<file path="src/rtl/alu_pkg.sv">
// Shared definitions for the ALU requester: opcodes, error data, FSM states and the command record.
package alu_pkg;

  localparam logic [2:0] OP_ADD = 3'd0;
  localparam logic [2:0] OP_SUB = 3'd1;
  localparam logic [2:0] OP_MUL = 3'd2;
  localparam logic [2:0] OP_DIV = 3'd3;
  localparam logic [2:0] OP_AND = 3'd4;
  localparam logic [2:0] OP_OR  = 3'd5;
  localparam logic [2:0] OP_XOR = 3'd6;
  localparam logic [2:0] OP_NOT = 3'd7;

  localparam logic [15:0] ERR_DATA = 16'hFFFF;

  typedef enum logic [1:0] {
    ST_IDLE  = 2'd0,
    ST_CHECK = 2'd1,
    ST_ISSUE = 2'd2,
    ST_RESP  = 2'd3
  } state_t;

  typedef struct packed {
    logic [15:0] a;
    logic [15:0] b;
    logic [2:0]  sel;
  } cmd_t;

  function automatic logic is_div_zero(input cmd_t c);
    return (c.sel == OP_DIV) && (c.b == 16'd0);
  endfunction

endpackage

</file>
<file path="src/rtl/alu_cmd_fifo.sv">
// Command FIFO: RAM-style storage with registered read; pop only loads rd_data, it never bypasses.
module alu_cmd_fifo #(
  parameter int DEPTH = 4,
  parameter int WIDTH = 35
) (
  input  logic             clk,
  input  logic             rst,
  input  logic             push,
  input  logic [WIDTH-1:0] wr_data,
  input  logic             pop,
  output logic [WIDTH-1:0] rd_data,
  output logic             full,
  output logic             empty
);

  localparam int AW = $clog2(DEPTH);

  logic [WIDTH-1:0] mem [DEPTH];
  logic [AW-1:0]    wr_ptr;
  logic [AW-1:0]    rd_ptr;
  logic [AW:0]      count;
  logic [AW:0]      count_next;
  logic             do_push;
  logic             do_pop;

  assign empty   = (count == '0);
  assign do_push = push && !full;
  assign do_pop  = pop && !empty;

  always_comb begin
    count_next = count;
    if (do_push && !do_pop)
      count_next = count + 1'b1;
    else if (!do_push && do_pop)
      count_next = count - 1'b1;
  end

  // full is held high through reset so the upstream sees no ready until the first clock after release
  always_ff @(posedge clk or posedge rst) begin
    if (rst) begin
      wr_ptr <= '0;
      rd_ptr <= '0;
      count  <= '0;
      full   <= 1'b1;
    end else begin
      if (do_push) wr_ptr <= wr_ptr + 1'b1;
      if (do_pop)  rd_ptr <= rd_ptr + 1'b1;
      count <= count_next;
      full  <= (count_next == (AW+1)'(DEPTH));
    end
  end

  always_ff @(posedge clk) begin
    if (do_push) mem[wr_ptr] <= wr_data;
    if (do_pop)  rd_data     <= mem[rd_ptr];
  end

endmodule

</file>
<file path="src/rtl/alu_cmd_sequencer.sv">
// Requester front end: buffers commands, screens divide-by-zero, drives the ALU and returns tagged responses.
module alu_cmd_sequencer
  import alu_pkg::*;
#(
  parameter int DEPTH   = 4,
  parameter int ALU_LAT = 1,
  parameter int TAG_W   = 4
) (
  input  logic             clk,
  input  logic             reset,
  input  logic             cmd_valid,
  output logic             cmd_ready,
  input  logic [15:0]      cmd_a,
  input  logic [15:0]      cmd_b,
  input  logic [2:0]       cmd_sel,
  output logic [15:0]      alu_a,
  output logic [15:0]      alu_b,
  output logic [2:0]       alu_sel,
  input  logic [15:0]      alu_out,
  output logic             rsp_valid,
  input  logic             rsp_ready,
  output logic [15:0]      rsp_data,
  output logic             rsp_err,
  output logic [TAG_W-1:0] rsp_tag
);

  state_t           state;
  cmd_t             cmd_in;
  cmd_t             head;
  cmd_t             op;
  logic             fifo_full;
  logic             fifo_empty;
  logic             fifo_pop;
  logic             fetch;
  logic [2:0]       wait_cnt;
  logic [TAG_W-1:0] tag_cnt;

  assign cmd_in    = {cmd_a, cmd_b, cmd_sel};
  assign cmd_ready = !fifo_full;

  // Popping on the response handshake overlaps the FIFO read with leaving RESP
  assign fifo_pop = !fifo_empty &&
                    (((state == ST_IDLE) && !fetch) || ((state == ST_RESP) && rsp_ready));

  alu_cmd_fifo #(
    .DEPTH (DEPTH),
    .WIDTH ($bits(cmd_t))
  ) u_fifo (
    .clk     (clk),
    .rst     (reset),
    .push    (cmd_valid),
    .wr_data (cmd_in),
    .pop     (fifo_pop),
    .rd_data (head),
    .full    (fifo_full),
    .empty   (fifo_empty)
  );

  always_ff @(posedge clk or posedge reset) begin
    if (reset) begin
      state     <= ST_IDLE;
      fetch     <= 1'b0;
      op        <= '0;
      wait_cnt  <= '0;
      tag_cnt   <= '0;
      alu_a     <= '0;
      alu_b     <= '0;
      alu_sel   <= '0;
      rsp_valid <= 1'b0;
      rsp_data  <= '0;
      rsp_err   <= 1'b0;
      rsp_tag   <= '0;
    end else begin
      case (state)
        ST_IDLE: begin
          if (fetch) begin
            op    <= head;
            fetch <= 1'b0;
            state <= ST_CHECK;
          end else if (fifo_pop) begin
            fetch <= 1'b1;
          end
        end
        ST_CHECK: begin
          if (is_div_zero(op)) begin
            rsp_data  <= ERR_DATA;
            rsp_err   <= 1'b1;
            rsp_tag   <= tag_cnt;
            rsp_valid <= 1'b1;
            state     <= ST_RESP;
          end else begin
            alu_a    <= op.a;
            alu_b    <= op.b;
            alu_sel  <= op.sel;
            wait_cnt <= 3'(ALU_LAT - 1);
            state    <= ST_ISSUE;
          end
        end
        ST_ISSUE: begin
          if (wait_cnt == 3'd0) begin
            rsp_data  <= alu_out;
            rsp_err   <= 1'b0;
            rsp_tag   <= tag_cnt;
            rsp_valid <= 1'b1;
            state     <= ST_RESP;
          end else begin
            wait_cnt <= wait_cnt - 1'b1;
          end
        end
        ST_RESP: begin
          if (rsp_ready) begin
            rsp_valid <= 1'b0;
            tag_cnt   <= tag_cnt + 1'b1;
            fetch     <= fifo_pop;
            state     <= ST_IDLE;
          end
        end
        default: state <= ST_IDLE;
      endcase
    end
  end

endmodule

</file>
<file path="config.mk">
export PLATFORM = sky130hd
export DESIGN_NAME = alu_cmd_sequencer
export DESIGN_NICKNAME = d
export VERILOG_FILES = /design/src/rtl/alu_pkg.sv /design/src/rtl/alu_cmd_fifo.sv /design/src/rtl/alu_cmd_sequencer.sv
export SDC_FILE = /design/constraint.sdc
export NUM_CORES = 1
export LEC_CHECK = 0
export BUFFER_PORTS_ARGS = -buffer_cell sky130_fd_sc_hd__buf_2
export CORE_ASPECT_RATIO = 1.25
export CORE_UTILIZATION = 59
export CTS_CLUSTER_SIZE = 10
export DETAILED_ROUTE_END_ITERATION = 10
export PLACE_DENSITY = 0.8
export SYNTH_ARGS = -nofsm -noshare
export SYNTH_HDL_FRONTEND = slang
export SYNTH_HIERARCHICAL = 1
export SYNTH_SLANG_ARGS = --single-unit
</file>
<file path="constraint.sdc">
create_clock -name clk -period 3.3 [get_ports clk]
set_input_delay 0.165 -clock clk [delete_from_list [all_inputs] [get_ports clk]]
set_output_delay 0.165 -clock clk [all_outputs]
set_load 0.01 [all_outputs]
</file>
# ---- Yosys cells after proc, flatten, opt, wreduce, memory -nomap -nowiden
# Memories as Yosys holds them, arrays and structs flattened. A register that Yosys moved wholly into a read port is not among the register bits.
# Cells that the tools add are included.
dict set report op_classes {
  reduce_logical 29
  muxes 28
  n_eq_ne 11
  add_sub_neg 6
  bitwise 1
}
# op n
set ops {}
lappend ops {{$mux W16} 2}
lappend ops {{$pmux W16 S2} 1}
lappend ops {{$logic_not A16 Y1} 1}
lappend ops {{$mux W3} 4}
lappend ops {{$ne A2 B2 Y1 const B} 6}
lappend ops {{$mux W1} 10}
lappend ops {{$reduce_and A3 Y1} 3}
lappend ops {{$logic_and A1 B1 Y1} 8}
lappend ops {{$mux W4} 2}
lappend ops {{$pmux W2 S4} 1}
lappend ops {{$pmux W4 S2} 1}
lappend ops {{$reduce_and A2 Y1} 4}
lappend ops {{$logic_not A3 Y1} 2}
lappend ops {{$mux W2} 3}
lappend ops {{$pmux W3 S2} 1}
lappend ops {{$sub A3 B1 Y3 const B} 2}
lappend ops {{$logic_not A1 Y1} 5}
lappend ops {{$add A2 B1 Y2 const B} 2}
lappend ops {{$add A4 B1 Y4 const B} 1}
lappend ops {{$eq A2 B2 Y1 const B} 2}
lappend ops {{$pmux W1 S2} 2}
lappend ops {{$reduce_and A4 Y1} 1}
lappend ops {{$reduce_bool A2 Y1} 2}
lappend ops {{$add A3 B1 Y3 const B} 1}
lappend ops {{other kinds (8)} 8}
dict set report totals {
  output_inout_bits 58
  ramBits 140
  mem_count 1
  regBits 110
}
# name words width rd rd_clocked_by_memory_dff write_ports line_no
set mem_list {}
lappend mem_list {u_fifo.mem 4 35 1 1 1 alu_cmd_fifo.sv:18} ;# logic [WIDTH-1:0] mem [DEPTH];

# ---- Depth between registers and ports, before layout
dict set report logic_depth {
  ltp_word 9
  mapped_depth 9
  mapped_depth_nobuf 9
}

# ---- Modules after synthesis
# The synthesis kept the hierarchy.
# mod cells_per_inst area_per_inst_um2 instances seq_area_each_um2
set by_module_without_submodules {}
lappend by_module_without_submodules {alu_cmd_fifo 274 6646.4 1 5456.5}
lappend by_module_without_submodules {alu_cmd_sequencer 361 4570.6 1 2552.4}

# ---- Worst setup path after synthesis
# No wires, ideal clock.
dict set report synth_path {
  path_kind {register to register}
  start {reg u_fifo.count[0]}
  end {reg u_fifo.full}
  setup_time_ns 0.082
  path_slack_ns 0.831
  t_arrival_ns 2.387
  stages_incl_launch_ff 10
  period_less_slack_ns 2.469
  path_cell_list {dfrtp_1 -> inv_1 -> ha_1 -> nand2b_1 -> inv_2 -> a21oi_1 -> inv_1 -> nor2_4 -> nor4_1 -> o31a_1}
}
dict set report synth_via {
  elab_chain_len 8
}
# item line_no
set synth_lines {}
lappend synth_lines {{from (decl)} alu_cmd_fifo.sv:21} ;# logic [AW:0] count;
lappend synth_lines {{from (signal assigned)} alu_cmd_fifo.sv:48} ;# count <= count_next;
lappend synth_lines {{$logic_not A3 Y1 (*)} alu_cmd_fifo.sv:26} ;# assign empty = (count == '0);
lappend synth_lines {{via fifo_empty} alu_cmd_sequencer.sv:32} ;# logic fifo_empty;
lappend synth_lines {{$logic_not A1 Y1 (*)} alu_cmd_sequencer.sv:42} ;# assign fifo_pop = !fifo_empty &&
lappend synth_lines {{$logic_and A1 B1 Y1 (*)} alu_cmd_sequencer.sv:42}
lappend synth_lines {{via fifo_pop} alu_cmd_sequencer.sv:33} ;# logic fifo_pop;
lappend synth_lines {{$logic_and A1 B1 Y1 (*)} alu_cmd_fifo.sv:28} ;# assign do_pop = pop && !empty;
lappend synth_lines {{via u_fifo.do_pop} alu_cmd_fifo.sv:24} ;# logic do_pop;
lappend synth_lines {{$logic_and A1 B1 Y1 / $logic_not A1 Y1 (equally long branches)} {alu_cmd_fifo.sv:34, alu_cmd_fifo.sv:32}}
lappend synth_lines {{$mux W3 / $logic_and A1 B1 Y1 (equally long branches)} {alu_cmd_fifo.sv:34, alu_cmd_fifo.sv:32}}
lappend synth_lines {{$mux W3 (*)} alu_cmd_fifo.sv:32} ;# if (do_push && !do_pop)
lappend synth_lines {{$eq A3 B3 Y1 (*)} alu_cmd_fifo.sv:49} ;# full <= (count_next == (AW+1)'(DEPTH));
lappend synth_lines {{to (signal assigned)} alu_cmd_fifo.sv:49}
lappend synth_lines {{to (decl)} alu_cmd_fifo.sv:12} ;# output logic full,
# The timed path passes the listed nets; every way through them passes the cells marked *.
# A chain may end at the register's enable or synchronous reset.

# ---- Final worst setup path
dict set report layout_path {
  start {reg u_fifo.count[0]}
  end {reg u_fifo.rd_data[6] (read register of u_fifo.mem), enable pin}
}
dict set report layout_via {
  elab_chain_len 4
}
# item line_no
set layout_lines {}
lappend layout_lines {{$logic_not A3 Y1} alu_cmd_fifo.sv:26}
lappend layout_lines {{via fifo_empty} alu_cmd_sequencer.sv:32}
lappend layout_lines {{$logic_not A1 Y1} alu_cmd_sequencer.sv:42}
lappend layout_lines {{$logic_and A1 B1 Y1} alu_cmd_sequencer.sv:42}
lappend layout_lines {{via fifo_pop} alu_cmd_sequencer.sv:33}
lappend layout_lines {{$logic_and A1 B1 Y1} alu_cmd_fifo.sv:28}
lappend layout_lines {{via u_fifo.do_pop} alu_cmd_fifo.sv:24}
lappend layout_lines {{to (decl)} alu_cmd_fifo.sv:11} ;# output logic [WIDTH-1:0] rd_data,
# The timed path passes the listed nets, and every way through them passes these cells.

==> results.py <==
metrics = {
    "setup_path": {
        "ff2ff_path_depth": 8,
        "critical_path.max_stage_delay_ns": 0.51,
        "arrival_ns": 2.89,
        "crit_type": "flip-flop to flip-flop",
        "cp_cell_sequence": "inv_1, ha_1, nand2b_1, inv_2, a21oi_1, inv_1, nor2_4, buf_12",
        "end_kind": "flip-flop",
        "cp.required_ns": 3.50,
        "cp_common_cell": "inv_1",
        "slowest_stage": "nor2_4",
        "path_max_fanout": 24,
        "crit_path_start_kind": "flip-flop",
    },
    "logic_synthesis": {
        "synth_warnings": 6,
        "synthesis.nets": 705,
        "synth_seq_cells": 285,
        "yosysSeqAreaShare_pct": 71.4,
        "async_flop_share_pct": 38.6,
        "syn_area_per_cell_um2": 17.7,
        "yosysUniqueCellTypes": 58,
        "ys.flop_type": "edfxtp_1",
        "synth_area_um2": 11200,
        "synth_edf_count": 175,
        "netlist_instances": 635,
    },
    "finish": {
        "diodes": 0,
        "layout-drive-gt1-share_pct": 34.5,
        "n_fill_cell": 1093,
        "area_growth_pct": 19.7,
        "fin_area_um2": 13400,
        "fin_cells": 1061,
        "fin_nets": 876,
    },
    "placed_design": {
        "dp.cells": 966,
        "placed_area_um2": 12100,
        "dp.final_hpwl_um": 13400,
        "portBuffers": 112,
        "gp_congestion": 0.802,
    },
    "power_and_ir_drop": {
        "ir_drop_v": 0.000657,
        "power.total_mw": 13.1,
        "powerDensity_nw_per_um2": 972,
        "p_leak_nw": 5.16,
    },
    "hold_path": {
        "whs_path_depth": 3,
        "hold_path.class": "input pin to flip-flop",
    },
    "timing": {
        "max_freq_mhz": 372,
        "hold_viol_final": 0,
        "setup_viol": 0,
        "drv_slew": 0,
        "worstMarginPinSlew_ns": 1.05,
        "fin_crit_ns": 2.69,
        "setup_tns_ns": 0,
        "skew_ns": 0.0134,
        "min_period_over_period_pct": 81.5,
        "maxSlewHeadroom_pct": 29.9,
        "fin_hold_ws_ns": 0.0320,
        "rsz0062_at_grt": "no",
    },
    "clock_network": {
        "cts_buffers": 34,
        "cts_root_buffer": "clkbuf_16",
        "clock_path_buffers": 3,
        "clkTransAtPathRegs_ns": 0.05,
        "cts.sinks": 285,
        "cts.htree.levels": 2,
        "tritoncts": "yes",
        "clk_latency_ns": 0.50,
    },
    "routing": {
        "antenna_left": 0,
        "drt-vias-per-instance": 5.92,
        "drc": 12,
        "dr.pass1.iters": 8,
        "wire_per_inst_um": 20.8,
        "drt_wl_total_um": 22100,
        "drt_iter0_drc": 468,
        "vias": 6281,
    },
    "grt": {
        "grt_pass1_vias": 6646,
        "grt_overflow": 0,
        "grt_pass1_wl_um": 35000,
        "antenna_found_initial": 0,
        "grt_max_degree": 85,
        "grtUsageTotal_pct": 23.5,
    },
    "floorplanning": {
        "rows": 56,
        "die_h_um": 156,
        "die_x_um": 125,
        "core_area_um2": 18700,
        "die_area_um2": 19600,
        "pin_count": 113,
        "start_util_pct": 60.0,
    },
    "job": {
        "cap_viol_max_count": 0,
    },
    "outcome": {
        "status": "finished with violations",
        "violations": "DRC",
    },
}
-- state kept, by name, summed over array words and instances (netlist names), 2 cells and up --
name / cells
u_fifo/mem: 140
op: 35
u_fifo/rd_data: 35
alu_a: 16
alu_b: 16
rsp_data: 16
rsp_tag: 4
tag_cnt: 4
alu_sel: 3
u_fifo/count: 3
wait_cnt: 3
state: 2
u_fifo/rd_ptr: 2
u_fifo/wr_ptr: 2
-- critical path: cells and delay by family (launching register included) --
kind | cells | cell delay, ns
and+or+nand+nor | 2 | 0.68
buffers and inverters | 4 | 0.61
DFF | 1 | 0.45
AOI/OAI and AO/OA | 1 | 0.36
adders and majority gates | 1 | 0.25
-- worst paths after layout --
kind | from | endpoint | slack (ns)
max in group asynchronous | reset | alu_b[5]$_DFFE_PP0N_ | 1.91
setup / recovery | u_fifo/count[0]$_DFF_PP0_ | u_fifo/rd_data[6]$_DFFE_PP_ | 0.61
hold / removal | rsp_ready | tag_cnt[2]$_DFFE_PP0P_ | 0.03
min in group asynchronous | reset | u_fifo/count[0]$_DFF_PP0_ | 0.21
setup reg to reg | u_fifo/count[0]$_DFF_PP0_ | u_fifo/rd_data[6]$_DFFE_PP_ | 0.61
hold reg to reg | u_fifo/rd_data[2]$_DFFE_PP_ | op[2]$_DFFE_PP0P_ | 0.47
-- power by group --
part	total, mW	internal, mW	switching (mW)
Sequential	5.91	5.17	0.735
Combinational	3.84	1.88	1.96
Clock	3.31	1.98	1.33
-- cell usage after synthesis, types with 2 or more instances --
master	count	area [µm²]
nor2_1	7	26.3
a211oi_1	17	128
edfxtp_1	175	5260
mux2_2	67	754
nand4_1	2	12.5
a221oi_1	7	61.3
buf_4	4	30.0
o32ai_1	8	70.1
ha_1	15	188
xor2_1	2	17.5
nand3_1	6	30.0
o21ai_0	11	55.1
clkbuf_1	17	63.8
buf_1	2	7.51
buf_2	4	20.0
inv_1	22	82.6
a21oi_1	13	65.1
o211ai_1	9	67.6
nor3b_1	2	15.0
nand2_1	19	71.3
mux4_2	35	788
nand3b_1	9	67.6
a22o_1	2	17.5
nor3_1	4	20.0
xnor2_1	5	43.8
and3b_1	8	70.1
dfrtp_1	109	2730
mux2_1	5	56.3
nor2b_1	2	12.5
nand2b_1	7	43.8
nor4_1	4	25.0
and2_1	6	37.5
and4_1	2	17.5
buf_6	4	45.0
-- layout by cell type (no fill, tap or decap), types with 4 or more instances in the layout --
master         synthesis  final
dfrtp_1              109    107
nor2_1                 7      7
dlygate4sd3_1          0     36
o32ai_1                8      8
clkbuf_1              17     21
nand3b_1               9      9
buf_2                  4    112
mux2_1                 5      5
nor4_1                 4      4
buf_4                  4     16
mux2_2                67     67
ha_1                  15     15
and2_2                 0      4
clkbuf_16              0     35
nand3_1                6      6
o211ai_1               9      9
a221oi_1               7      7
and3b_1                8      8
inv_1                 22     21
edfxtp_1             175    175
mux4_2                35     35
nor3_1                 4      4
o21ai_0               11     11
nand2_1               19     18
a211oi_1              17     17
a21oi_1               13     13
nand2b_1               7      7
xnor2_1                5      5
-- metal layers --
layer | vias to the layer above | track usage, % | routed length, µm
li1 | 2816 | - | -
met1 | 3203 | 29.9 | 9000
met2 | 218 | 40.7 | 11500
met3 | 44 | 3.98 | 1110
met4 | 0 | 8.71 | 502
met5 | - | 0 | 0
-- layout make-up --
cell class	instances	area, µm²	area share, %
clock buffer	56	955	7.11
clock inverter	3	40.0	0.298
inverter	24	92.6	0.689
multi-input combinational	295	2960	22.0
sequential	285	8010	59.7
tap	232	290	2.16
timing repair buffer	166	1080	8.05
-- through the flow --
step	utilization, %	worst slack, ns
detailed placement	64.5	0.657
CTS	71.8	0.646
global placement	64.5	0.899
global route	71.8	0.436
finish	71.8	0.610
floorplan	-	0.460
-- cell families (layout without fill, tap and decap cells) --
logic type                 count (synthesis)  in the layout  synth area share (%)
muxes                                    107            107                  14.3
adders and majority gates                 15             15                  1.67
DFF                                      285            285                  71.4
buffers and inverters                     55            249                  2.29
xor gates and xnor gates                   7              7                 0.547
and+or+nand+nor                           84             84                  4.48
AOI/OAI and AO/OA                         82             82                  5.35
-- timing repair --
item | 4_1_cts | 5_1_grt
hold buffers | 36 | 0
buffers inserted | 0 | 0
gates resized for setup | 0 | 0
hold endpoints to repair | 215 | 0
Note: power is estimated with default switching activity, not from simulation.
